**src/rtl/cpu_datapath.sv**
```systemverilog
// cpu_datapath
// Sixteen-bit datapath driven by a multi-cycle controller. It holds:
//   - an 8-entry register file
//   - SP, PC, MAR, MDR, ISR, Y and the {V,N,C,Z} flags
//   - a single internal bus feeding an ALU
// The ALU output (Z) is the write-back source for the registers.
// Every register updates on the rising edge of clk, using pre-edge values.
//
// Ports
//   clk, reset          rising-edge clock, synchronous active-high reset
//   funsel[2:0]         ALU function select
//   lsp/lpc/lmdr/lmar/  register load strobes
//   lisr/ly/wrr
//   rsel[2:0]           register-file index, used for tr reads and wrr writes
//   mrw                 memory write request (mem[MAR] <= MDR)
//   spmar/pcmar         MAR source select (SP wins, else PC, else Z)
//   mdrz/mdrm           MDR source select (memory wins, else Z, else hold)
//   tr/tsp/tpc/tmdr/    bus drivers, priority in that order
//   tisr
//   sflag               load flags from this cycle's ALU result
//   cc                  make lpc conditional on ISR[11:8]
//   isr, flags          instruction register and {V,N,C,Z} to the controller
//   mem_addr/mem_wdata  registered MAR / MDR
//   mem_we              memory write enable
//   mem_rdata           combinational read data at mem_addr
//   bus_conflict        sticky: more than one bus driver seen since reset
module cpu_datapath #(
  parameter logic [15:0] SP_INIT = 16'hFFFF,
  parameter logic [15:0] PC_INIT = 16'h0000
) (
  input  logic        clk,
  input  logic        reset,
  input  logic [2:0]  funsel,
  input  logic        lsp,
  input  logic        lpc,
  input  logic        lmdr,
  input  logic        lmar,
  input  logic        lisr,
  input  logic        ly,
  input  logic        wrr,
  input  logic [2:0]  rsel,
  input  logic        mrw,
  input  logic        spmar,
  input  logic        pcmar,
  input  logic        mdrz,
  input  logic        mdrm,
  input  logic        tr,
  input  logic        tsp,
  input  logic        tpc,
  input  logic        tmdr,
  input  logic        tisr,
  input  logic        sflag,
  input  logic        cc,
  output logic [15:0] isr,
  output logic [3:0]  flags,
  output logic [15:0] mem_addr,
  output logic [15:0] mem_wdata,
  output logic        mem_we,
  input  logic [15:0] mem_rdata,
  output logic        bus_conflict
);

  logic [15:0] rf_reg [0:7];
  logic [15:0] sp_reg, pc_reg, mar_reg, mdr_reg, isr_reg, y_reg;
  logic [3:0]  flags_reg;
  logic        conflict_reg;

  logic [15:0] bus;
  logic [4:0]  drv;
  logic        multi_drv;
  logic [16:0] res;
  logic [15:0] z;
  logic [15:0] y_sext;
  logic        c_out, v_out;
  logic        cond_true;

  // Bus: fixed priority mux. Two or more set bits in drv mark a conflict.
  assign drv       = {tr, tsp, tpc, tmdr, tisr};
  assign multi_drv = |(drv & (drv - 5'd1));

  always_comb begin
    bus = 16'h0000;
    if (tr)        bus = rf_reg[rsel];
    else if (tsp)  bus = sp_reg;
    else if (tpc)  bus = pc_reg;
    else if (tmdr) bus = mdr_reg;
    else if (tisr) bus = isr_reg;
  end

  assign y_sext = {{8{y_reg[7]}}, y_reg[7:0]};

  // ALU on a 17-bit result.
  // Additions take carry from bit 16. Subtractions report C as "no borrow",
  // so bit 16 is inverted for them.
  always_comb begin
    res   = 17'h0;
    c_out = 1'b0;
    v_out = 1'b0;
    case (funsel)
      3'b000: begin
        res   = {1'b0, y_reg} + {1'b0, bus};
        c_out = res[16];
        v_out = (y_reg[15] == bus[15]) && (res[15] != y_reg[15]);
      end
      3'b001: res = {1'b0, bus};
      3'b010: begin
        res   = {1'b0, bus} + {1'b0, y_sext};
        c_out = res[16];
        v_out = (bus[15] == y_sext[15]) && (res[15] != bus[15]);
      end
      3'b011: begin
        res   = {1'b0, y_reg} - {1'b0, bus};
        c_out = ~res[16];
        v_out = (y_reg[15] != bus[15]) && (res[15] != y_reg[15]);
      end
      3'b100: res = {1'b0, y_reg & bus};
      3'b101: res = {1'b0, y_reg | bus};
      3'b110: begin
        res   = {1'b0, bus} + 17'd1;
        c_out = res[16];
        v_out = ~bus[15] & res[15];
      end
      default: begin
        res   = {1'b0, bus} - 17'd1;
        c_out = ~res[16];
        v_out = bus[15] & ~res[15];
      end
    endcase
  end

  assign z = res[15:0];

  // Branch condition from ISR[11:8], tested against the current flags.
  // Flag bit order is {V,N,C,Z}.
  always_comb begin
    case (isr_reg[11:8])
      4'd0:    cond_true = 1'b1;
      4'd1:    cond_true = flags_reg[0];
      4'd2:    cond_true = ~flags_reg[0];
      4'd3:    cond_true = flags_reg[1];
      4'd4:    cond_true = ~flags_reg[1];
      4'd5:    cond_true = flags_reg[2];
      4'd6:    cond_true = ~flags_reg[2];
      4'd7:    cond_true = flags_reg[3];
      4'd8:    cond_true = ~flags_reg[3];
      default: cond_true = 1'b0;
    endcase
  end

  always_ff @(posedge clk) begin
    if (reset) begin
      for (int i = 0; i < 8; i++) rf_reg[i] <= 16'h0000;
      sp_reg       <= SP_INIT;
      pc_reg       <= PC_INIT;
      mar_reg      <= 16'h0000;
      mdr_reg      <= 16'h0000;
      isr_reg      <= 16'h0000;
      y_reg        <= 16'h0000;
      flags_reg    <= 4'h0;
      conflict_reg <= 1'b0;
    end else begin
      if (wrr)                  rf_reg[rsel] <= z;
      if (lsp)                  sp_reg       <= z;
      if (lpc && (!cc || cond_true)) pc_reg  <= z;
      if (ly)                   y_reg        <= bus;
      if (lisr)                 isr_reg      <= mdr_reg;
      if (lmar) begin
        if (spmar)      mar_reg <= sp_reg;
        else if (pcmar) mar_reg <= pc_reg;
        else            mar_reg <= z;
      end
      // mem_rdata reflects pre-write contents, so a same-cycle mrw does not leak in.
      if (lmdr) begin
        if (mdrm)      mdr_reg <= mem_rdata;
        else if (mdrz) mdr_reg <= z;
      end
      if (sflag)     flags_reg    <= {v_out, z[15], c_out, (z == 16'h0000)};
      if (multi_drv) conflict_reg <= 1'b1;
    end
  end

  assign isr          = isr_reg;
  assign flags        = flags_reg;
  assign mem_addr     = mar_reg;
  assign mem_wdata    = mdr_reg;
  // Suppressed during reset so a reset mid-instruction never commits a write.
  assign mem_we       = mrw & ~reset;
  assign bus_conflict = conflict_reg;

endmodule

```
**config.mk**
```make
export PLATFORM = sky130hd
export DESIGN_NAME = cpu_datapath
export DESIGN_NICKNAME = d
export VERILOG_FILES = /design/src/rtl/cpu_datapath.sv
export SDC_FILE = /design/constraint.sdc
export NUM_CORES = 1
export LEC_CHECK = 0
export CAP_MARGIN = 10
export CORE_MARGIN = 2
export CORE_UTILIZATION = 55
export DETAILED_ROUTE_END_ITERATION = 7
export GPL_TIMING_DRIVEN = 0
export PLACE_DENSITY_LB_ADDON = 0.2
export SLEW_MARGIN = 20
export SYNTH_ARGS = -nofsm -noshare
export SYNTH_HDL_FRONTEND = slang
export SYNTH_SLANG_ARGS = --single-unit
```
**constraint.sdc**
```tcl
create_clock -name clk -period 5.4 [get_ports clk]
set_input_delay 1.08 -clock clk [delete_from_list [all_inputs] [get_ports clk]]
set_output_delay 1.08 -clock clk [all_outputs]
set_load 0.1 [all_outputs]
```
==> impl_metrics.tcl <==
set metrics [dict create \
    first_pass_iters 8 \
    grt_pass1_vias 13600 \
    pwr-share-clk_pct 30.7 \
    timing.final.max_slew_violations 0 \
    hold_path_class "flip-flop to flip-flop" \
    path_buf_inv 4 \
    r2r_setup_slack_ns 0.77 \
    wire_per_inst_um 24.6 \
    wl_um 52900 \
    yosysMostFrequentCell "nor2_1" \
    grt_max_degree 17 \
    largest_reg_flops 128 \
    hold_end "bus_conflict" \
    arrival_ns 5.92 \
    cts_max_level 1 \
    n_antenna_cell 0 \
    hold_path.startpoint "bus_conflict" \
    p_int_uw 3470 \
    dpl_cell_area_sq_mm 0.0158 \
    outcome "finished, violations left" \
    setup_viol 8 \
    timing.final.hold_violations 0 \
    ys_warn_count 0 \
    synth_ff_type "edfxtp_1" \
    drc 8 \
    clkTransAtPathRegs_ns 0.06 \
    cts_root_buf "clkbuf_16" \
    fmax_ghz 0.184 \
    critPathMostFrequentCell "or3_1" \
    area_growth_syn_to_layout_pct 21.5 \
    start_util_pct 55.8 \
    ir_drop_mv 0.321 \
    portBuffers 86 \
    num_io_pins 97 \
    grt_overflow 0 \
    critPathCaptureType "flip-flop" \
    min_path_cells 2 \
    utilization_pct 67.8 \
    dp_worst_setup_slack_ns -2.11 \
    netlist.area_leader.share_pct 26.5 \
    track_usage_pct 37.1 \
    gp_congestion 0.996 \
    async_reset_ff_share_pct 0 \
    syn_nets 1741 \
    power_leakage_uw 0.00667 \
    cts_tree "done" \
    crit_required_ns 5.87 \
    period_minus_slack_ns 5.45 \
    antenna_found_initial 0 \
    setup_ws_ns -0.0451 \
    vias 14300 \
    syn_avg_cell_area_sq_um 8.81 \
    cts_buffer_depth 3 \
    drive_above_1_share_pct 15.0 \
    finalInstanceArea_sq_mm 0.0176 \
    rsz0062_at_grt "yes" \
    finalClockSkew_ns 0.0146 \
    path_class "input pin to flip-flop" \
    coreArea_sq_mm 0.0260 \
    synth_area_sq_mm 0.0145 \
    yosysSeqAreaShare_pct 40.4 \
    slowest_stage "clkdlybuf4s50_1" \
    synth-seq-cells 229 \
    p_switching_uw 1980 \
    dieWidth_um 166 \
    slowest_delay_ns 0.56 \
    r2r_end "mem_addr[9]" \
    yosys.area.top_type "edfxtp_1" \
    cellPowerDensity_mw_per_mm2 309 \
    n_fill_cell 2131 \
    insertion_delay_ns 0.55 \
    cp_max_fo 10 \
    start_kind "input pin" \
    die_area_sq_mm 0.0277 \
    dpl.hpwl_um 38000 \
    die_y_um 166 \
    r2r_start "rf_reg[3][7]" \
    swShare_pct 36.3 \
    ys_types 99 \
    synth_common_cells "nor2_1, nand2_1, edfxtp_1" \
    period_share_pct 101 \
    syn_inst 1647 \
    antenna_left 0 \
    grt_pass1_wl_um 80200 \
    crit_family "simple AND/OR/NAND/NOR gates" \
    post_drt_via_cell_ratio 6.62 \
    drt-initial-drc-count 1894 \
    synth_edf_count 128 \
    cts_made_buffers 25 \
    max_slew.worst_pin.slew_ns 1.05 \
    slew_headroom_pct 29.5 \
    worstPathCellList "clkdlybuf4s50_1 > buf_6 > a21oi_1 > a221oi_2 > nor2b_2 > or2_4 > inv_1 > ha_4 > or3_1 > or3_1 > o211ai_1 > o31ai_2 > or4b_1 > a41o_2 > buf_2 > o21a_1 > nor2_1" \
    r2r_cells 19 \
    violations "DRC, setup timing" \
    nets 1896 \
    maxCapViolations 0 \
    cts.sinks 229 \
    synth.area.top_cells "edfxtp_1, dfxtp_1, nor2_1, ha_1, nand2_1" \
    pwr-share-comb_pct 31.9 \
    seq_power_share_pct 37.3 \
    fp-row-count 59 \
    hold_buffers 0 \
]
[worst register-to-register path, cell delays in order (launching register included)]
cell	delay (ns)
edfxtp_1	0.35
mux2_2	0.29
a32o_1	0.24
a211oi_4	0.32
or2_4	0.22
clkinvlp_4	0.15
ha_4	0.26
clkbuf_8	0.17
a21oi_4	0.13
nand2_2	0.09
a21o_1	0.21
or2_2	0.32
xnor2_1	0.15
o22ai_1	0.13
or4_4	0.55
o32ai_4	0.25
buf_4	0.19
nor2_1	0.05
a211oi_2	0.30
o32ai_1	0.13
[layer usage]
metal | GRT usage [%] | share of wire [%]
met5 | 0 | 0
met3 | 7.20 | 11
met4 | 17.4 | 5.2
met1 | 50.2 | 39
met2 | 57.5 | 45
[placed cells by master (no fill, tap or decap), types with 20 or more instances in the layout]
cell,n
a21oi_1,110
buf_4,51
clkbuf_1,71
clkbuf_16,25
clkdlybuf4s50_1,84
dfxtp_1,101
edfxtp_1,128
ha_1,43
inv_1,56
mux2i_1,55
nand2_1,159
nand3_1,23
nor2_1,268
nor2b_1,24
nor3_1,20
o211ai_1,33
o21ai_0,72
xnor2_1,29
[final cells by class]
class                           instances  area (sq um)  share of cell area, %
Multi-Input combinational cell       1227          8340                   47.3
Inverter                               64           262                   1.48
Clock inverter                         13           119                  0.674
Clock buffer                           32           662                   3.75
Timing Repair Buffer                  133          1260                   7.13
Tap cell                              335           419                   2.38
Sequential cell                       229          5870                   33.3
Buffer                                122           702                   3.98
[cell families after synthesis]
logic type / count (synthesis) / synth area share, %
muxes: 83 / 6.39
DFF: 229 / 40.4
adders and majority gates: 52 / 4.52
and+or+nand+nor: 632 / 20.4
buffers and inverters: 191 / 5.80
AOI/OAI and AO/OA: 424 / 20.3
xor gates and xnor gates: 36 / 2.17
[repair_timing]
action	CTS	global route
setup endpoints to repair	182	133
pin swaps	19	26
gates cloned	1	0
resized for setup	103	63
endpoints found under the hold margin	0	0
setup buffers	23	23
[power groups by stage]
stage	clock (uW)	sequential [uW]	combinational, uW
6_report	1680	2040	1740
5_1_grt	1730	2040	1830
4_1_cts	1670	2030	1610
3_5_place_dp	0	2060	1490
3_3_place_gp	0	2060	1470
2_1_floorplan	0	2230	851
[worst max-delay path by stage]
stage,cells past startpoint,from,slack (ns),to
floorplan,21,rsel[1],0.12,flags[0]
global placement,23,rsel[1],-2.01,pc_reg[10]
detailed placement,23,rsel[1],-2.11,pc_reg[10]
CTS,16,rsel[0],-0.001,rf_reg[0][13]
global route,21,tpc,-0.06,mem_addr[9]
finish,17,tpc,-0.05,pc_reg[15]
[per-stage QoR]
stage                     hold WS (ns)  power (uW)  TNS [ns]  std cells
after CTS                        0.490        5310  -0.00105       2134
after global routing             0.503        5610    -0.190       2155
after global placement           0.467        3530   -238.07       2068
after floorplan                  0.453        3080         0       1647
final                            0.485        5460    -0.164       2155
after detailed placement         0.469        3550   -245.30       2068
Power figures use the tool's default switching activity.
==> patch 1: new RTL, config.mk and constraints unchanged <==
Register the output `mem_we`; this adds one clock of latency there. The other outputs are not delayed to match.
--- a/src/rtl/cpu_datapath.sv
+++ b/src/rtl/cpu_datapath.sv
@@ -186,3 +186,5 @@
   // Suppressed during reset so a reset mid-instruction never commits a write.
-  assign mem_we       = mrw & ~reset;
+  always_ff @(posedge clk) begin
+    mem_we <= mrw & ~reset;
+  end
   assign bus_conflict = conflict_reg;
Check against the original RTL: not equivalent (a bounded check fails within 4 cycles, from zero or initial values and one cycle with reset high).
==> patch 1 against the original RTL <==
- setup slack better by 150 ps
- highest routed layer unchanged
- power up 0.58%
- wire length about the same
- synthesized area up 0.14%
- final area down 0.89%
- sequential cell count up 1
- register-to-register slack worse by 120 ps
- clock skew up 3.8 ps
- synthesized cell count about the same
==> patch 1: results (changes against the original RTL) <==
[synthesis]
synth-seq-area-share_pct=40.5  ; was 40.4%
synth_nets=1742  ; was 1741
synth.area.mux_share_pct=6.38  ; was 6.39%
synth_top_cells_by_count=nor2_1 (271), nand2_1 (161), edfxtp_1 (128), a21oi_1 (114), dfxtp_1 (102)  ; was nor2_1 (271), nand2_1 (161), edfxtp_1 (128), a21oi_1 (114), dfxtp_1 (101)
synthAdderAreaFrac_pct=4.51  ; was 4.52%
synth-xor-area-share_pct=2.17  ; about the same
synth_compound_area_share_pct=20.2  ; was 20.3%
synth_top_cells_by_area=edfxtp_1 (26%), dfxtp_1 (14%), nor2_1 (7.0%), ha_1 (4.3%), nand2_1 (4.2%)  ; unchanged

[grt]
grt_usage_pct=36.9  ; was 37.1%
grt_antenna_before_repair=1  ; was 0
grt_pass1_wl_um=79800  ; was 80200 um
grt_pass1_vias=13500  ; was 13600

[min_path]
holdPathStages=2  ; unchanged
worstHoldEndpoint=mem_addr[3]  ; was bus_conflict
hp-class=flip-flop to flip-flop  ; unchanged
min_from=mem_addr[3]  ; was bus_conflict

[critical_path]
critical_path_arrival_ps=5700  ; was 5920 ps
r2r_end=mem_addr[9]  ; unchanged
reg2reg_slack_ps=650  ; was 770 ps
r2r_cells=18  ; was 19
r2r_start=rf_reg[1][7]  ; was rf_reg[3][7]

[place]
gp_congestion=0.982  ; was 0.996
dp_hpwl_um=37700  ; was 38000 um
place_area_sq_um=15800  ; about the same

[finish]
fin_util_pct=67.2  ; was 67.8%
drive_gt1_share_pct=13.7  ; was 15.0%
n_fill_cell=2120  ; was 2131
finalNetCount=1887  ; was 1896

[drt]
wirelength_um=52900  ; about the same
vias_per_cell=6.63  ; was 6.62
drt_first_pass_iters=6  ; was 8
drt_iter0_markers=2028  ; was 1894

[power_and_ir_drop]
p_switching_mw=2.00  ; was 1.98 mW
irDropWorstVdd_mv=0.366  ; was 0.321 mV
p_leak_nw=6.66  ; was 6.67 nW

[cts]
root_buffer=clkbuf_16  ; unchanged
clock_latency_ps=560
clk_path_buf_depth=3  ; unchanged
numCtsBuffers=26  ; was 25

[status]
status=completed  ; was finished, violations left

[timing]
max-slew-margin-rel_pct=14.0  ; was 29.5%
skew_ps=18.4  ; was 14.6 ps

## patch 1: how the worst max path moves through the flow
stage / cells after the start / endpoint / slack, ps / start
after detailed placement: 23 / pc_reg[10] / -2180 / rsel[1]
after CTS: 20 / rf_reg[7][15] / 0.02 / rsel[0]
after global placement: 23 / pc_reg[10] / -2080 / rsel[1]
after floorplan: 21 / flags[0] / 120 / rsel[1]
after global routing: 20 / mem_addr[9] / -40 / tmdr
final: 20 / mem_addr[9] / 100 / tmdr
## patch 1: cells by family after synthesis
logic type / after synthesis
buffers and inverters: 191
muxes: 83
xor gates and xnor gates: 36
adders and majority gates: 52
and+or+nand+nor: 632
DFF: 230
AOI/OAI and AO/OA: 424
## patch 1: layout make-up
| cell class | count | area share (%) |
|---|---|---|
| antenna | 1 | 0.0143 |
| buffer | 121 | 3.92 |
| clock buffer | 32 | 3.97 |
| clock inverter | 16 | 0.788 |
| inverter | 64 | 1.48 |
| multi-input combinational | 1227 | 47.2 |
| sequential | 230 | 33.7 |
| tap | 335 | 2.40 |
| timing repair buffer | 123 | 6.57 |
## patch 1: routing by layer
metal  up-vias  share of wire, %  global-route usage, %
met1      6848                38                   49.5
met4         0               4.8                   16.5
met2       972                45                   57.8
met3       182                12                   7.75
li1       6254                 -                      -
met5         -                 0                      0
## patch 1: metrics by stage
step / setup WS, ps / hold WS, ps / instances
after detailed placement: -2180 / 468 / 2069
final: 104 / 476 / 2149
after floorplan: 116 / 453 / 1648
after global routing: -36.0 / 524 / 2149
after global placement: -2080 / 461 / 2069
after CTS: 0.0155 / 483 / 2130
## patch 1: power groups by stage
stage	sequential (mW)	clock [mW]	combinational, mW
finish	2.04	1.74	1.70
floorplan	2.24	0	0.848
detailed placement	2.07	0	1.49
global placement	2.06	0	1.47
CTS	2.03	1.73	1.60
global route	2.05	1.81	1.79
## patch 1: what timing repair did
item | in CTS | in global routing
gates resized for setup | 92 | 50
gates cloned | 1 | 1
pin swaps | 14 | 21
setup buffers | 16 | 19
setup endpoints to repair | 167 | 154
## patch 1: worst max-delay path, stage by stage
cell and delay [ps]:
dlygate4sd2_1 340, buf_6 170, nand3b_1 110, a21oi_1 130, a2111oi_4 470, or2_4 220, clkinvlp_4 160, ha_4 260
clkbuf_4 180, a21oi_2 140, nand2_1 100, a21o_1 230, or2_2 340, xnor2_2 130, o22ai_1 120, or4_4 560
o32ai_4 370, nor2_1 90, a211oi_2 330, o32ai_1 150
==> patch 2: new RTL, same settings <==
Made on the original files. Add an input register stage for `rsel`, cleared by the reset; this delays it by one clock. The other inputs are not delayed to match.
--- a/src/rtl/cpu_datapath.sv
+++ b/src/rtl/cpu_datapath.sv
@@ -62,2 +62,12 @@
 
+  logic [2:0] rsel_q;
+
+  always_ff @(posedge clk) begin
+    if (reset) begin
+      rsel_q <= '0;
+    end else begin
+      rsel_q <= rsel;
+    end
+  end
+
   logic [15:0] rf_reg [0:7];
@@ -82,3 +92,3 @@
     bus = 16'h0000;
-    if (tr)        bus = rf_reg[rsel];
+    if (tr)        bus = rf_reg[rsel_q];
     else if (tsp)  bus = sp_reg;
@@ -161,3 +171,3 @@
     end else begin
-      if (wrr)                  rf_reg[rsel] <= z;
+      if (wrr)                  rf_reg[rsel_q] <= z;
       if (lsp)                  sp_reg       <= z;
Formal check against the unedited RTL: not equivalent (Yosys sat finds a counterexample within 4 cycles, from zero or initial values and one cycle with reset high).
==> patch 2 against the original RTL <==
- critical path depth did not move
- cell count shrank 2.1%
- setup slack gained 160 ps
- sequential cell count grew 3
- fmax grew 3.0%
- synthesized area is 0.94% lower
- wire length decreased by 2.5%
- power is 0.11% lower
- final area fell by 4.0%
- die area fell by 0.92%
- count of clock-buffer cells in the layout is the same
- critical path type unchanged
==> patch 2: results (changes against the original RTL) <==
[synthesis]
synth-xor-area-share_pct=2.32  ; was 2.17%
synth_top_cells_by_count=nor2_1 (296), edfxtp_1 (128), a21oi_1 (127), nand2_1 (106), dfxtp_1 (104)  ; was nor2_1 (271), nand2_1 (161), edfxtp_1 (128), a21oi_1 (114), dfxtp_1 (101)
synth_nets=1717  ; was 1741
synthAdderAreaFrac_pct=4.56  ; was 4.52%
synth.area.mux_share_pct=7.21  ; was 6.39%
syn_area_per_cell_sq_um=8.85  ; was 8.81 sq um
synth_compound_area_share_pct=19.8  ; was 20.3%
yosysUniqueCellTypes=92  ; was 99

[min_path]
min_from=mem_addr[6]  ; was bus_conflict

[finish]
finalNonFillerCells=2110  ; was 2155
n_fill_cell=2178  ; was 2131
drive_gt1_share_pct=11.9  ; was 15.0%
finalNetCount=1851  ; was 1896

[place]
io_buffers=88  ; was 86
place_area_sq_um=15700  ; was 15800 sq um
dp_hpwl_um=36900  ; was 38000 um

[power_and_ir_drop]
irDropWorstVdd_mv=0.301  ; was 0.321 mV

[critical_path]
r2r_start=rsel_q[2]  ; was rf_reg[3][7]
cpPeakStageDelay_ps=410  ; was 560 ps
r2r_cells=22  ; was 19
critPathSlowestCell=or3_1  ; was clkdlybuf4s50_1

[grt]
grt_usage_pct=36.4  ; was 37.1%

[drt]
drt_iter0_markers=2195  ; was 1894

[status]
status=completed  ; was finished, violations left

[timing]
max-slew-margin-rel_pct=27.7  ; was 29.5%

## patch 2: changes by cell type in the layout (fill, tap and decap cells not counted), moves of 8 or more
cell	delta
mux2i_1	+9
a21oi_1	+16
buf_4	-18
nor2_1	+26
clkbuf_1	+8
or2_2	+16
nand2_1	-53
a211oi_1	+11
o21ai_0	-8
## patch 2: how the worst max path moves through the flow
stage,start,end
global route,rsel_q[2],flags[0]
global placement,tr,sp_reg[15]
finish,tr,rf_reg[2][8]
detailed placement,tr,sp_reg[15]
CTS,tmdr,sp_reg[15]
floorplan,tsp,sp_reg[15]
## patch 2: timing repair
action,CTS,global route
hold endpoints to repair,0,0
resized for setup,57,26
pin swaps,16,12
setup endpoints to repair,133,106
setup buffers,16,5
## patch 2: routing by layer
| layer | track usage, % | vias up | wire [um] |
|---|---|---|---|
| met5 | 0 | - | 0 |
| met3 | 5.64 | 148 | 5870 |
| met4 | 12.8 | 0 | 2050 |
| met2 | 55.4 | 918 | 22300 |
| li1 | - | 6137 | - |
| met1 | 53.0 | 6529 | 21400 |
## patch 2: layout make-up
cell class                 count  area, sq um  area share [%]
inverter                      63          241            1.43
clock buffer                  32          673            3.98
timing repair buffer         109         1060            6.25
clock inverter                14          118           0.695
tap                          335          419            2.48
multi-input combinational   1201         7860            46.4
sequential                   232         5930            35.0
buffer                       124          633            3.74
## patch 2: cells by family after synthesis
group,count (synthesis)
and+or+nand+nor,597
AOI/OAI and AO/OA,422
DFF,232
buffers and inverters,190
muxes,92
adders and majority gates,52
xor gates and xnor gates,38
## patch 2: report_power, final
group / switching (mW) / internal, mW / total [mW] / leakage [nW]
clock: 0.771 / 0.936 / 1.71 / 0.382
combinational: 1.14 / 0.549 / 1.69 / 3.80
sequential: 0.0810 / 1.97 / 2.05 / 2.20
